[src/rtl/mem_access_stage_pkg.sv]
// Shared types for the memory-access stage: memop encoding, pipeline
// register layouts and small decode helpers.
package mem_access_stage_pkg;

  localparam int unsigned DATA_W = 32;
  localparam int unsigned REG_W  = 5;

  // Memory operation codes; bit 3 marks a store.
  typedef enum logic [3:0] {
    MEMOP_NONE = 4'd0,
    MEMOP_LB   = 4'd1,
    MEMOP_LBU  = 4'd2,
    MEMOP_LH   = 4'd3,
    MEMOP_LHU  = 4'd4,
    MEMOP_LW   = 4'd5,
    MEMOP_SB   = 4'd9,
    MEMOP_SH   = 4'd10,
    MEMOP_SW   = 4'd11
  } memop_e;

  // Entry held in the MEM register.
  typedef struct packed {
    logic              valid;
    logic [DATA_W-1:0] pc;
    logic [DATA_W-1:0] aluout;
    logic [DATA_W-1:0] wdata;
    memop_e            memop;
    logic              regwrite;
    logic [REG_W-1:0]  writereg;
  } mem_entry_t;

  // Entry held in the WB register; the byte offset is aluout[1:0].
  typedef struct packed {
    logic              valid;
    logic [DATA_W-1:0] pc;
    logic [DATA_W-1:0] aluout;
    memop_e            memop;
    logic              regwrite;
    logic [REG_W-1:0]  writereg;
  } wb_entry_t;

  function automatic logic is_load(input memop_e op);
    return op inside {MEMOP_LB, MEMOP_LBU, MEMOP_LH, MEMOP_LHU, MEMOP_LW};
  endfunction

  function automatic logic is_store(input memop_e op);
    return op inside {MEMOP_SB, MEMOP_SH, MEMOP_SW};
  endfunction

  // Halfword ops need addr[0]==0, word ops need addr[1:0]==0.
  function automatic logic misaligned(input memop_e op, input logic [1:0] a);
    logic bad;
    bad = 1'b0;
    case (op)
      MEMOP_LH, MEMOP_LHU, MEMOP_SH: bad = a[0];
      MEMOP_LW, MEMOP_SW:            bad = (a != 2'b00);
      default:                       bad = 1'b0;
    endcase
    return bad;
  endfunction

endpackage

[src/rtl/mem_access_stage_load_align.sv]
// mem_load_align: combinational load formatter. Picks the byte/half at the
// access offset and sign- or zero-extends it; LW passes the word through.
module mem_load_align
  import mem_access_stage_pkg::*;
(
  input  memop_e      op,
  input  logic [1:0]  offset,
  input  logic [31:0] rdata,
  output logic [31:0] result
);

  logic [7:0]  byte_sel;
  logic [15:0] half_sel;

  // Lane selection and extension of the returned SRAM word.
  always_comb begin
    byte_sel = rdata[{offset, 3'b000} +: 8];
    half_sel = offset[1] ? rdata[31:16] : rdata[15:0];
    result   = '0;
    case (op)
      MEMOP_LB:  result = {{24{byte_sel[7]}}, byte_sel};
      MEMOP_LBU: result = {24'd0, byte_sel};
      MEMOP_LH:  result = {{16{half_sel[15]}}, half_sel};
      MEMOP_LHU: result = {16'd0, half_sel};
      MEMOP_LW:  result = rdata;
      default:   result = '0;
    endcase
  end

endmodule

[src/rtl/mem_access_stage.sv]
// mem_access_stage: MEM pipeline stage between EXE and WB. Registers the EXE
// entry into MEM, drives the data SRAM from MEM, registers MEM into WB and
// formats load data in WB.
// Optional feature: define ADDR_EXC_EN to enable alignment checking with
// exc_adel/exc_ades/exc_badvaddr reporting; otherwise exc_* are tied low.
module mem_access_stage
  import mem_access_stage_pkg::*;
#(
  parameter int unsigned AW     = 32,
  parameter int unsigned REG_AW = 5
) (
  input  logic              clk,
  input  logic              resetn,
  input  logic              stall,
  input  logic              flush,
  input  logic              e_valid,
  input  logic [AW-1:0]     e_pc,
  input  logic [AW-1:0]     e_aluout,
  input  logic [AW-1:0]     e_wdata,
  input  logic [3:0]        e_memop,
  input  logic              e_regwrite,
  input  logic [REG_AW-1:0] e_writereg,
  output logic              data_sram_en,
  output logic [3:0]        data_sram_wen,
  output logic [AW-1:0]     data_sram_addr,
  output logic [AW-1:0]     data_sram_wdata,
  input  logic [AW-1:0]     data_sram_rdata,
  output logic              m_regwrite,
  output logic [REG_AW-1:0] m_writereg,
  output logic              w_valid,
  output logic [AW-1:0]     w_pc,
  output logic              w_regwrite,
  output logic [REG_AW-1:0] w_writereg,
  output logic [AW-1:0]     w_result,
  output logic              exc_adel,
  output logic              exc_ades,
  output logic [AW-1:0]     exc_badvaddr
);

  mem_entry_t  m_q;
  wb_entry_t   w_q;
  logic        m_load;
  logic        m_store;
  logic        addr_err;
  logic        access;
  logic [3:0]  store_mask;
  logic [31:0] store_data;
  logic [31:0] load_result;

  // MEM register: flush beats stall; invalid entries are stored as all-zero
  // so a bubble never exposes stale fields downstream.
  always_ff @(posedge clk) begin
    if (!resetn || flush) begin
      m_q <= '0;
    end else if (!stall) begin
      if (e_valid) begin
        m_q <= '{valid:    1'b1,
                 pc:       e_pc,
                 aluout:   e_aluout,
                 wdata:    e_wdata,
                 memop:    memop_e'(e_memop),
                 regwrite: e_regwrite,
                 writereg: e_writereg};
      end else begin
        m_q <= '0;
      end
    end
  end

  // Access qualification and address-error detection for the MEM entry.
  always_comb begin
    m_load  = is_load(m_q.memop);
    m_store = is_store(m_q.memop);
`ifdef ADDR_EXC_EN
    addr_err = m_q.valid & misaligned(m_q.memop, m_q.aluout[1:0]);
`else
    addr_err = 1'b0;
`endif
    access = m_q.valid & (m_q.memop != MEMOP_NONE) & ~stall & ~flush & ~addr_err;
  end

  // Store byte-lane enables and lane-replicated write data.
  always_comb begin
    store_mask = '0;
    store_data = m_q.wdata;
    case (m_q.memop)
      MEMOP_SB: begin
        store_mask = 4'b0001 << m_q.aluout[1:0];
        store_data = {4{m_q.wdata[7:0]}};
      end
      MEMOP_SH: begin
        store_mask = 4'b0011 << {m_q.aluout[1], 1'b0};
        store_data = {2{m_q.wdata[15:0]}};
      end
      MEMOP_SW: begin
        store_mask = '1;
        store_data = m_q.wdata;
      end
      default: begin
        store_mask = '0;
        store_data = m_q.wdata;
      end
    endcase
  end

  assign data_sram_en    = access;
  assign data_sram_wen   = (access & m_store) ? store_mask : '0;
  assign data_sram_addr  = m_q.aluout;
  assign data_sram_wdata = store_data;

  assign m_regwrite = m_q.valid & m_q.regwrite;
  assign m_writereg = m_q.writereg;

  // WB register: stall or flush inserts a bubble; an address error cancels
  // the GPR write but still retires the entry.
  always_ff @(posedge clk) begin
    if (!resetn || flush || stall) begin
      w_q <= '0;
    end else begin
      w_q <= '{valid:    m_q.valid,
               pc:       m_q.pc,
               aluout:   m_q.aluout,
               memop:    m_q.memop,
               regwrite: m_q.valid & m_q.regwrite & ~addr_err,
               writereg: m_q.writereg};
    end
  end

  mem_load_align u_load_align (
    .op     (w_q.memop),
    .offset (w_q.aluout[1:0]),
    .rdata  (data_sram_rdata),
    .result (load_result)
  );

  assign w_valid    = w_q.valid;
  assign w_pc       = w_q.pc;
  assign w_regwrite = w_q.regwrite;
  assign w_writereg = w_q.writereg;
  assign w_result   = is_load(w_q.memop) ? load_result : w_q.aluout;

`ifdef ADDR_EXC_EN
  assign exc_adel     = addr_err & m_load;
  assign exc_ades     = addr_err & m_store;
  assign exc_badvaddr = addr_err ? m_q.aluout : '0;
`else
  assign exc_adel     = 1'b0;
  assign exc_ades     = 1'b0;
  assign exc_badvaddr = '0;
`endif

endmodule

[config.mk]
export PLATFORM = sky130hd
export DESIGN_NAME = mem_access_stage
export DESIGN_NICKNAME = d
export VERILOG_FILES = /design/src/rtl/mem_access_stage_pkg.sv /design/src/rtl/mem_access_stage_load_align.sv /design/src/rtl/mem_access_stage.sv
export SDC_FILE = /design/constraint.sdc
export NUM_CORES = 1
export LEC_CHECK = 0
export CELL_PAD_IN_SITES_DETAIL_PLACEMENT = 0
export CELL_PAD_IN_SITES_GLOBAL_PLACEMENT = 1
export CORE_MARGIN = 2
export CORE_UTILIZATION = 33
export CTS_BUF_LIST = sky130_fd_sc_hd__clkbuf_8
export DETAILED_ROUTE_END_ITERATION = 6
export PLACE_DENSITY = 0.94
export SLEW_MARGIN = 10
export SYNTH_ARGS = -nofsm -noshare
export SYNTH_HDL_FRONTEND = slang
export SYNTH_HIERARCHICAL = 1
export SYNTH_SLANG_ARGS = --single-unit
[constraint.sdc]
create_clock -name clk -period 2.75 [get_ports clk]
set_clock_uncertainty 0.2 [all_clocks]
set_input_delay 0.4125 -clock clk [delete_from_list [all_inputs] [get_ports clk]]
set_output_delay 0.4125 -clock clk [all_outputs]
set_load 0.01 [all_outputs]
==> key figures <==
Run status
  – Status: finished with violations
  – Failing checks: setup timing

Worst hold path
  – Hold depth: 3
  – Worst Hold Class: in2reg
  – Worst Min Path Start: resetn
  – Hold EP: m_q[106]

Worst setup path
  – Req. time, crit path: 2.14 ns
  – Critical Path Start Type: primary input
  – Reg2reg path depth: 1
  – R2R Setup Slk: 1.69 ns
  – Arrival time worst endpoint: 2.37 ns
  – CP cell instances: clkdlybuf4s50_1 -> mux4_2 -> a2bb2oi_4 -> buf_12 -> nand2_1 -> mux2_4 -> buf_6
  – Crit path capture type: output pin
  – Worst path max stage delay: 0.60 ns
  – Worst r2r src: data_sram_addr[1]
  – Worst Path Max Fanout: 8
  – Crit path kind: in2out
  – CP Buf/Inv Count: 3
  – Crit path max-delay family: multiplexers
  – CP max-delay cell: mux4_2
  – Critical path depth: 7
  – Reg2Reg Capture Point: w_q[11]

Global routing
  – Gr ovfl total: 0
  – Initial antenna violation count: 0
  – Maximum number of pins on one net before global-route repair: 106
  – First-pass GRT wire length: 40,200 µm
  – Vias in the first global route: 7,055
  – Gr usage total: 0.194

Drt
  – Wirelength per Cell: 18.8 µm
  – Total number of vias: 7,207
  – Vias per cell: 5.01
  – Initial DRC count: 602
  – Drt drc: 0
  – Wirelength, routed: 27,000 µm
  – DRT antenna net count: 0
  – Drt first pass iters: 5

Layout
  – Antenna Cells: 0
  – Non-filler instance count after layout: 1,439
  – Synth-to-Final Area Change: 44.9%
  – Layout cells sized above 1: 0.214
  – Nets@finish: 1,245

STA
  – Slew Limit Headroom: 0.543
  – Setup_tns: -3.53 ns
  – Final Hold Vio Count: 0
  – Fin. max-slew vios: 0
  – Final Worst Setup Slack: -0.228 ns
  – Fin crit share: 1.08
  – Fmax: 336 MHz
  – Worst Tran Pin Value: 0.686 ns
  – RSZ-0062 raised after global routing: true
  – Final setup viols: 26
  – Min cycle time layout: 2.98 ns

Synth
  – Synth top area share: 0.442
  – Area leader, netlist: dfxtp_1
  – Syn avg cell area: 9.30 µm²
  – Ys async rst share: 0
  – List of most frequent post-synthesis cells: dfxtp_1 (182), nor2_1 (119), buf_4 (117)
  – Synth cell types: 49
  – Cell with the most instances after synthesis: dfxtp_1
  – EDFF count, synth: 0
  – Gate count after technology mapping: 886
  – Synth warn: 6
  – Flops & latches, synth: 182
  – Synth area leaders: dfxtp_1 (44%), buf_4 (11%), a22oi_1 (9.7%)
  – Top FF cell, synth: dfxtp_1
  – Register area share after synthesis: 0.442
  – Mapped cell area: 8240 µm²

Pwr
  – Final Power: 0.00515 W
  – Leakage power: 5.02 nW
  – Worst ir drop on vdd: 0.297 mV
  – Pwr dens: 432 nW/µm²

CTS
  – Worst-path clk slew: 0.10 ns
  – CTS root buf: clkbuf_8
  – Clock Latency Late Sink: 0.44 ns
  – CTS tree: yes
  – Num CTS Buffers: 17
  – CTS Sinks: 182
  – CTS max path bufs: 2
  – CTS HTree Levels: 4

Floorplan
  – Core Area: 24,400 µm²
  – Die W: 162 µm
  – Initial Util: 0.338
  – Die area: 26,200 µm²
  – Die Ht: 162 µm
  – Row count: 57
  – Top-Level Pins: 323

Job
  – Max Cap Viol: 0

Placement
  – Placed Cells: 1,378
  – Port bufs: 288
  – Placer Congestion: 0.964
  – Post-DP HPWL: 17,600 µm
-- per-stage QoR --
| stage | area (µm²) | utilization | hold WS (ns) | worst slack [ns] |
|---|---|---|---|---|
| 4_1_cts | 11800 | 0.483 | 0.0264 | -0.182 |
| 2_1_floorplan | 8360 | - | 0.253 | 0.420 |
| 6_report | 11900 | 0.489 | 0.0671 | -0.228 |
| 3_3_place_gp | 10800 | 0.443 | 0.258 | -0.500 |
| 3_5_place_dp | 10800 | 0.443 | 0.268 | -0.501 |
| 5_1_grt | 11900 | 0.489 | 0.0385 | -0.245 |
-- state kept, by name (all words and copies together), names as in the netlist --
signal and flops:
data_sram_addr 32, w_writereg 5, w_regwrite 1, m_writereg 5, w_valid 1, w_pc 32, m_q 70, w_q 36
-- layout make-up --
cell class / instances / area [µm²]
Clock buffer: 18 / 248
Clock inverter: 14 / 159
Fill cell: 2231 / 12500
Inverter: 2 / 7.51
Multi-Input combinational cell: 546 / 3890
Sequential cell: 182 / 3660
Tap cell: 324 / 405
Timing Repair Buffer: 353 / 3560
-- how the worst max path moves through the flow --
| stage | start | to | slack [ns] |
|---|---|---|---|
| 5_1_grt | w_q[11] | w_result[23] | -0.25 |
| 4_1_cts | w_q[11] | w_result[31] | -0.18 |
| 3_5_place_dp | data_sram_rdata[15] | w_result[31] | -0.50 |
| 3_3_place_gp | data_sram_rdata[15] | w_result[31] | -0.50 |
| 2_1_floorplan | w_q[11] | w_result[29] | 0.42 |
| 6_report | data_sram_rdata[31] | w_result[23] | -0.23 |
-- kinds of logic after synthesis --
kind of cell,count (synthesis),share of synthesized area
AOI/OAI and AO/OA,165,0.151
xor gates and xnor gates,2,0.00213
buffers and inverters,192,0.150
DFF,182,0.442
muxes,64,0.0881
other,1,0.000455
and+or+nand+nor,280,0.166
-- timing repair --
item,in CTS,in global routing
setup buffers,24,2
endpoints found under the setup margin,61,45
hold buffers,0,0
gates resized for setup,246,34
gates cloned,4,0
pin swaps,8,10
hold endpoints to repair,0,0
-- layer usage --
| layer | share of wire | vias up | wire length (µm) | track usage |
|---|---|---|---|---|
| met3 | 0.074 | 49 | 1990 | 0.0521 |
| met4 | 0.024 | 0 | 640 | 0.0555 |
| met1 | 0.42 | 3418 | 11300 | 0.242 |
| met2 | 0.48 | 345 | 13000 | 0.329 |
| li1 | - | 3395 | - | - |
| met5 | 0 | - | 0 | 0 |
-- power by group --
part / internal [W] / switching (W) / total [W]
registers: 0.00267 / 0.0000284 / 0.00269
logic: 0.000314 / 0.000278 / 0.000592
clock network: 0.000787 / 0.00108 / 0.00187
total: 0.00377 / 0.00139 / 0.00515
-- placed cells by master (no fill, tap or decap), types with 3 or more instances in the layout --
master and instances:
nand3_2 3, dfxtp_1 174, and3_1 74, inv_8 4, dlygate4sd2_1 15, conb_1 34, nand2_1 43, nand2_2 6
nand2_4 3, buf_6 36, clkbuf_8 18, mux2_2 26, mux2_4 22, a211oi_1 7, a21oi_1 13, inv_6 3
clkinv_4 3, dfxtp_4 4, dfxtp_2 4, buf_2 7, o311ai_2 3, o221ai_2 7, mux2i_1 9, o31ai_1 8
nor2_1 118, mux2i_4 4, nand2b_1 14, buf_4 44, o21ai_0 4, nor2b_1 4, buf_12 8, clkdlybuf4s50_1 237
a22oi_1 106
Power figures use the tool's default switching activity.
